<file path="src/rtl/rx_cmd_decoder.sv">
// rx_cmd_decoder
//   Decodes framed command bytes arriving as one-cycle rx_valid strobes into
//   register-file read/write strobes and ALU execute strobes.
//
//   Frames (first byte is the command):
//     0xAA addr data      register write
//     0xBB addr           register read
//     0xCC opA opB fun    ALU with new operands
//     0xDD fun            ALU reusing held operands
//
//   Ports
//     CLK, REST        clock, synchronous active-high reset
//     rx_valid/rx_data received byte strobe and value
//     rf_wr_en/rf_rd_en/rf_addr/rf_wr_data   register-file side
//     alu_en/alu_fun/alu_op_a/alu_op_b       ALU side
//     frame_err        one-cycle pulse on bad command or inter-byte timeout
//     busy             high while a frame is in progress
//   Every output is registered.
module rx_cmd_decoder #(
  parameter int DATA_WIDTH     = 8,
  parameter int ADDR_WIDTH     = 4,
  parameter int TIMEOUT_CYCLES = 255
) (
  input  logic                  CLK,
  input  logic                  REST,
  input  logic                  rx_valid,
  input  logic [DATA_WIDTH-1:0] rx_data,
  output logic                  rf_wr_en,
  output logic                  rf_rd_en,
  output logic [ADDR_WIDTH-1:0] rf_addr,
  output logic [DATA_WIDTH-1:0] rf_wr_data,
  output logic                  alu_en,
  output logic [3:0]            alu_fun,
  output logic [DATA_WIDTH-1:0] alu_op_a,
  output logic [DATA_WIDTH-1:0] alu_op_b,
  output logic                  frame_err,
  output logic                  busy
);

  localparam int CNT_W = (TIMEOUT_CYCLES < 1) ? 1 : $clog2(TIMEOUT_CYCLES + 1);
  localparam logic [CNT_W-1:0] CNT_MAX = CNT_W'(TIMEOUT_CYCLES);
  localparam logic [CNT_W-1:0] CNT_ONE = CNT_W'(1);

  localparam logic [DATA_WIDTH-1:0] CMD_WR  = DATA_WIDTH'(8'hAA);
  localparam logic [DATA_WIDTH-1:0] CMD_RD  = DATA_WIDTH'(8'hBB);
  localparam logic [DATA_WIDTH-1:0] CMD_ALU = DATA_WIDTH'(8'hCC);
  localparam logic [DATA_WIDTH-1:0] CMD_HLD = DATA_WIDTH'(8'hDD);

  typedef enum logic [2:0] {
    IDLE    = 3'd0,
    WR_ADDR = 3'd1,
    WR_DATA = 3'd2,
    RD_ADDR = 3'd3,
    ALU_OPA = 3'd4,
    ALU_OPB = 3'd5,
    ALU_FUN = 3'd6
  } state_t;

  state_t                  state_q, state_d;
  logic [CNT_W-1:0]        cnt_q, cnt_d;
  logic [ADDR_WIDTH-1:0]   addr_q, addr_d;
  logic [DATA_WIDTH-1:0]   wdata_q, wdata_d;
  logic [DATA_WIDTH-1:0]   opa_q, opa_d;
  logic [DATA_WIDTH-1:0]   opb_q, opb_d;
  logic [3:0]              fun_q, fun_d;
  logic                    wr_q, wr_d;
  logic                    rd_q, rd_d;
  logic                    alu_q, alu_d;
  logic                    err_q, err_d;
  logic                    busy_q, busy_d;

  always_comb begin
    state_d = state_q;
    cnt_d   = cnt_q;
    addr_d  = addr_q;
    wdata_d = wdata_q;
    opa_d   = opa_q;
    opb_d   = opb_q;
    fun_d   = fun_q;
    wr_d    = 1'b0;
    rd_d    = 1'b0;
    alu_d   = 1'b0;
    err_d   = 1'b0;

    if (rx_valid) begin
      // An accepted byte always wins over a coincident timeout.
      cnt_d = '0;
      case (state_q)
        IDLE: begin
          if (rx_data == CMD_WR)       state_d = WR_ADDR;
          else if (rx_data == CMD_RD)  state_d = RD_ADDR;
          else if (rx_data == CMD_ALU) state_d = ALU_OPA;
          else if (rx_data == CMD_HLD) state_d = ALU_FUN;
          else                         err_d   = 1'b1;
        end
        WR_ADDR: begin
          addr_d  = rx_data[ADDR_WIDTH-1:0];
          state_d = WR_DATA;
        end
        WR_DATA: begin
          wdata_d = rx_data;
          wr_d    = 1'b1;
          state_d = IDLE;
        end
        RD_ADDR: begin
          addr_d  = rx_data[ADDR_WIDTH-1:0];
          rd_d    = 1'b1;
          state_d = IDLE;
        end
        ALU_OPA: begin
          opa_d   = rx_data;
          state_d = ALU_OPB;
        end
        ALU_OPB: begin
          opb_d   = rx_data;
          state_d = ALU_FUN;
        end
        ALU_FUN: begin
          fun_d   = rx_data[3:0];
          alu_d   = 1'b1;
          state_d = IDLE;
        end
        default: state_d = IDLE;
      endcase
    end else if (state_q == IDLE) begin
      cnt_d = '0;
    end else if (cnt_q == CNT_MAX) begin
      // Inter-byte silence too long: drop the frame without any strobe.
      state_d = IDLE;
      err_d   = 1'b1;
      cnt_d   = '0;
    end else begin
      cnt_d = cnt_q + CNT_ONE;
    end

    // Registered from the next state so busy tracks the state register.
    busy_d = (state_d != IDLE);
  end

  always_ff @(posedge CLK) begin
    if (REST) begin
      state_q <= IDLE;
      cnt_q   <= '0;
      addr_q  <= '0;
      wdata_q <= '0;
      opa_q   <= '0;
      opb_q   <= '0;
      fun_q   <= '0;
      wr_q    <= 1'b0;
      rd_q    <= 1'b0;
      alu_q   <= 1'b0;
      err_q   <= 1'b0;
      busy_q  <= 1'b0;
    end else begin
      state_q <= state_d;
      cnt_q   <= cnt_d;
      addr_q  <= addr_d;
      wdata_q <= wdata_d;
      opa_q   <= opa_d;
      opb_q   <= opb_d;
      fun_q   <= fun_d;
      wr_q    <= wr_d;
      rd_q    <= rd_d;
      alu_q   <= alu_d;
      err_q   <= err_d;
      busy_q  <= busy_d;
    end
  end

  assign rf_wr_en   = wr_q;
  assign rf_rd_en   = rd_q;
  assign rf_addr    = addr_q;
  assign rf_wr_data = wdata_q;
  assign alu_en     = alu_q;
  assign alu_fun    = fun_q;
  assign alu_op_a   = opa_q;
  assign alu_op_b   = opb_q;
  assign frame_err  = err_q;
  assign busy       = busy_q;

endmodule

</file>
<file path="config.mk">
export PLATFORM = sky130hd
export DESIGN_NAME = rx_cmd_decoder
export DESIGN_NICKNAME = d
export VERILOG_FILES = /design/src/rtl/rx_cmd_decoder.sv
export SDC_FILE = /design/constraint.sdc
export NUM_CORES = 1
export LEC_CHECK = 0
export ABC_AREA = 1
export BUFFER_PORTS_ARGS = -buffer_cell sky130_fd_sc_hd__buf_2
export CAP_MARGIN = 20
export CORE_ASPECT_RATIO = 1.25
export CORE_MARGIN = 2
export CORE_UTILIZATION = 45
export CTS_BUF_LIST = sky130_fd_sc_hd__clkbuf_8
export CTS_CLUSTER_DIAMETER = 30
export DETAILED_ROUTE_END_ITERATION = 6
export PLACE_DENSITY = 0.72
export SKIP_CTS_REPAIR_TIMING = 1
export SLEW_MARGIN = 10
export SYNTH_ARGS = -nofsm -noshare
export SYNTH_HDL_FRONTEND = slang
export SYNTH_SLANG_ARGS = --single-unit
</file>
<file path="constraint.sdc">
create_clock -name CLK -period 1.2 [get_ports CLK]
set_input_delay 0.12 -clock CLK [delete_from_list [all_inputs] [get_ports CLK]]
set_output_delay 0.12 -clock CLK [all_outputs]
set_load 0.02 [all_outputs]
</file>
-- Word level (Yosys, flattened, before mapping)
Index checks and enable logic that the tools add are counted.
- word-level logic and storage cells: 54
- bits of input ports: 11
- register bits after elaboration: 48
- output and inout port bits: 37
- multiplexer cells: 19
- equality and inequality tests: 11
- bitwise logic cells: 1
- reduce and logical (&&, ||, !) cells: 10
- add/subtract/negate cells: 1
- operator list (cell ; number):
    8-bit equality test, second input constant ; 5
    3-bit 2-to-1 mux ; 7
    3-bit case mux with 4 select lines ; 1
    1-bit 2-to-1 mux ; 11
    2-bit AND reduction ; 5
    3-bit equality test, second input constant ; 3
    8-bit by 1-bit adder with 8-bit output, second input constant ; 1
    3-bit by 2-bit equality test with 1-bit output, second input constant ; 2
    2-bit OR reduction ; 2
    4-bit OR reduction ; 1
    3-bit by 1-bit equality test with 1-bit output, second input constant ; 1
    3-bit logical NOT ; 1
    3-bit nonzero test ; 1
    1-bit inverter ; 1

-- Depth between registers and ports, before layout
- depth after elaboration: 8
- gate-level depth with buffers: 9
- depth with buffers taken out: 9

-- Worst setup path after synthesis
Ideal clock, no wire load.
- path kind: flip-flop to flip-flop
- start point: register state_q[0]
- end point: register opa_q[4] (netlist: alu_op_a[4])
- data required time: 1068 ps
- data arrival time: 1113 ps
- setup time: 132 ps
- buffers on the path: 1
- stages on the path, launching flop included: 6
- clock period less this slack: 1246 ps
- path slack: -46 ps
- path through: dfxtp_1 -> buf_4 -> nor3_4 -> nand2_1 -> nand2_1 -> a21oi_1
- longest elaborated chain between the ends: 2
- ends and longest elaborated chain (element ; line ; source):
    start, declared ; 59 ; state_t state_q, state_d;
    start signal, assigned ; 155 ; state_q <= state_d;
    3-bit equality test ; 88 ; case (state_q)
    2-bit AND reduction (no line) ; - ;
    end signal, assigned ; 159 ; opa_q <= opa_d;
    end, declared ; 63 ; logic [DATA_WIDTH-1:0] opa_q, opa_d;
No other way between the ends.
A chain may end at the register's enable or synchronous reset.

-- Final worst setup path
- start point: register cnt_q[1]
- end point: register busy_q (netlist: busy)
- longest elaborated chain between the ends: 5
- ends and longest elaborated chain (element ; line ; source):
    start, declared ; 60 ; logic [CNT_W-1:0] cnt_q, cnt_d;
    start signal, assigned ; 156 ; cnt_q <= cnt_d;
    8-bit equality test ; 127 ; end else if (cnt_q == CNT_MAX) begin
    3-bit 2-to-1 mux ; 127 ;
    3-bit 2-to-1 mux ; 125 ; end else if (state_q == IDLE) begin
    3-bit 2-to-1 mux ; 85 ; if (rx_valid) begin
    3-bit nonzero test ; 137 ; busy_d = (state_d != IDLE);
    end signal, assigned ; 166 ; busy_q <= busy_d;
    end, declared ; 70 ; logic busy_q, busy_d;
No other way between the ends.

==> results.cfg <==
[logic_synthesis]
ys_async_sr_fraction_pct = 0
synth_top_area_share_pct = 49.8
ys_types = 26
ys_warn_count = 0
synth-edff-count = 0
synth_most_common_cell = nand2_1
avgSynthCellArea_sq_um = 7.87
ys_ff_latch = 48
ys.flop_type = dfxtp_1
synth_nets = 257
yosysTopAreaCell = dfxtp_1
synth.cells.most_frequent = nand2_1 (51), dfxtp_1 (48), a21oi_1 (29), nor2_1 (25), o21ai_0 (22)
synthesis.area_sq_um = 1930
yosysSeqAreaShare_pct = 49.8
synth_area_leaders = dfxtp_1 (50%), nand2_1 (9.9%), a21oi_1 (7.5%), o21ai_0 (5.7%), nand3_1 (4.9%)
synth_cells = 245

[global_route]
met3_usage_pct = 5.28
grt_util_met1_pct = 21.8
first_global_vias = 1597
grt_pass1_wl_um = 7250
grt-ovfl-total = 0
grt_use_met2_pct = 33.1
top_usage_layer = met2
grt_usage_pct = 18.8
antenna_found_initial = 0
grt_max_degree = 21

[pwr]
internal_power_mw = 2.11
leakage_nw = 1.21
p_sw_mw = 0.624
clkPwrFrac_pct = 36.1
combPwrFrac_pct = 5.7
pwr_density_cell_nw_per_um2 = 1060
ir_drop_uv = 725
swShare_pct = 22.8
seqPwrFrac_pct = 58.2

[timing]
rsz0062_at_grt = true
worst_slack_ns = -0.0136
finalSetupViolCount = 1
max_freq_mhz = 824
fin_crit_ns = 1.21
holdWs_ns = 0.110
fin_crit_sh_pct = 101
worst_slew_pin_slew_ns = 0.303
hold_viol_final = 0
relSlewSlack_pct = 79.8
fin_skew_ns = 0.00607
timing.final.max_slew_violations = 0

[placed_design]
hpwl_um = 3210
portBuffers = 47
place_congestion = 0.894
place_area_sq_um = 2370

[cts]
cts_tree = built
cts.sinks = 48
htreeDepth = 2
max-clock-path-buffers = 2
insertion_delay_ns = 0.30
cts_made_buffers = 5
clk_pin_slew_ns = 0.09
clockRootBuffer = clkbuf_8

[routing]
drt_iter0_drc = 52
vias_per_cell = 4.76
routed_wl_um = 4340
antenna_left = 0
wl_per_cell_um = 11.7
drtPass1Iterations = 4
vias = 1762
drcViolationCount = 0

[hold_path]
hold_path.class = input port to flip-flop

[cells_and_area]
fill_cells = 388
final_area_sq_um = 2570
finalNetCount = 325
area_growth_pct = 33.2
antenna_cells = 0
layout-drive-gt1-share_pct = 38.2

[worst_setup_path]
path_max_fanout = 5
worstPathArrival_ns = 1.41
endpoint_kind = flip-flop
required_ns = 1.40
worstSetupPathType = flip-flop to flip-flop
crit_path_max_incr_delay_ns = 0.37
cp_cell_sequence = ha_4, nand2_4, nor2_4, nand2_4, nand2_1, nand2_1, nand3_2, nand3_2
startpoint_type = flip-flop
crit_path_top_delay_cell = dfxtp_2

[floorplanning]
io_pins = 48
core-area_sq_um = 4100
placementRows = 26
start_util_pct = 47.0
dieArea_sq_um = 4830
die_w_um = 62.5
die_h_um = 77.2

[status]
failed_checks = negative setup slack
status = complete, but fails checks

[flow_run]
max-cap-violations = 0
-- critical path: cells and delay by family (launching register included) --
family	cells	cell delay, ns
flip-flops	1	0.37
adder cells (fa/ha/maj)	1	0.16
AND/OR/NAND/NOR	7	0.59
-- stage by stage --
step                total power, mW  setup slack, ns  setup TNS, ns  util, %  std cells
CTS                            2.74           -0.121         -0.988     60.1        369
global route                   2.84          -0.0930         -0.500     62.7        370
global placement               1.78          -0.0455         -0.124     57.8        361
floorplan                      1.70          0.00721              0        -        245
detailed placement             1.78           -0.105         -0.562     57.8        361
finish                         2.73          -0.0136        -0.0136     62.7        370
-- power groups by stage --
stage,Clock [mW],Sequential (mW),Combinational [mW]
final,0.987,1.59,0.155
after global routing,1.07,1.59,0.171
after CTS,1.00,1.60,0.143
after detailed placement,0,1.63,0.143
after global placement,0,1.63,0.142
after floorplan,0,1.64,0.0646
-- logic make-up (layout without fill, tap and decap cells) --
kind of cell	Yosys count	count (layout)	share of synthesized area [%]
fa+ha+maj	1	1	0.649
simple gates	109	109	26.7
buf+inv	31	100	7.33
compound gates	56	56	15.5
flops	48	48	49.8
-- area by class of cell --
cell class	instances	area [sq um]	area share, %
Clock buffer	6	82.6	3.21
Clock inverter	2	10.0	0.390
Inverter	23	93.8	3.65
Multi-Input combinational cell	166	912	35.5
Sequential cell	48	972	37.8
Tap cell	56	70.1	2.73
Timing Repair Buffer	69	428	16.7
-- layer usage --
metal	vias to the layer above	wire length, um	part of all wire (%)
li1	932	-	-
met2	26	2230	51
met3	6	174	4.0
met4	0	55	1.3
met5	-	0	0
met1	798	1880	43
-- worst paths after layout --
| path | from | endpoint | slack, ns | depth (start not counted) |
|---|---|---|---|---|
| min reg2reg | alu_op_a[2] | alu_op_a[2] | 0.46 | 2 |
| max | cnt_q[1] | busy | -0.01 | 8 |
| min | rx_data[5] | alu_op_a[5] | 0.11 | 3 |
| max reg2reg | cnt_q[1] | busy | -0.01 | 8 |
-- cells in the final DEF (no fill, tap or decap), drive strengths merged --
cell type and count:
nor2 29, clkbuf 6, buf 69, ha 1, nor3b 2, inv 22
o21ai 24, or2 1, nand4 1, nand2 53, clkinv 3, a21oi 31
dfxtp 48, nand3 19, o32ai 1, nor3 4
-- flip-flops by register name, indices dropped and copies added (netlist names) --
register,cells
rf_wr_en,1
frame_err,1
rf_rd_en,1
rf_wr_data,8
alu_op_b,8
rf_addr,4
alu_op_a,8
alu_en,1
busy,1
cnt_q,8
alu_fun,4
state_q,3
No activity file was read; power rests on OpenSTA's default activity.
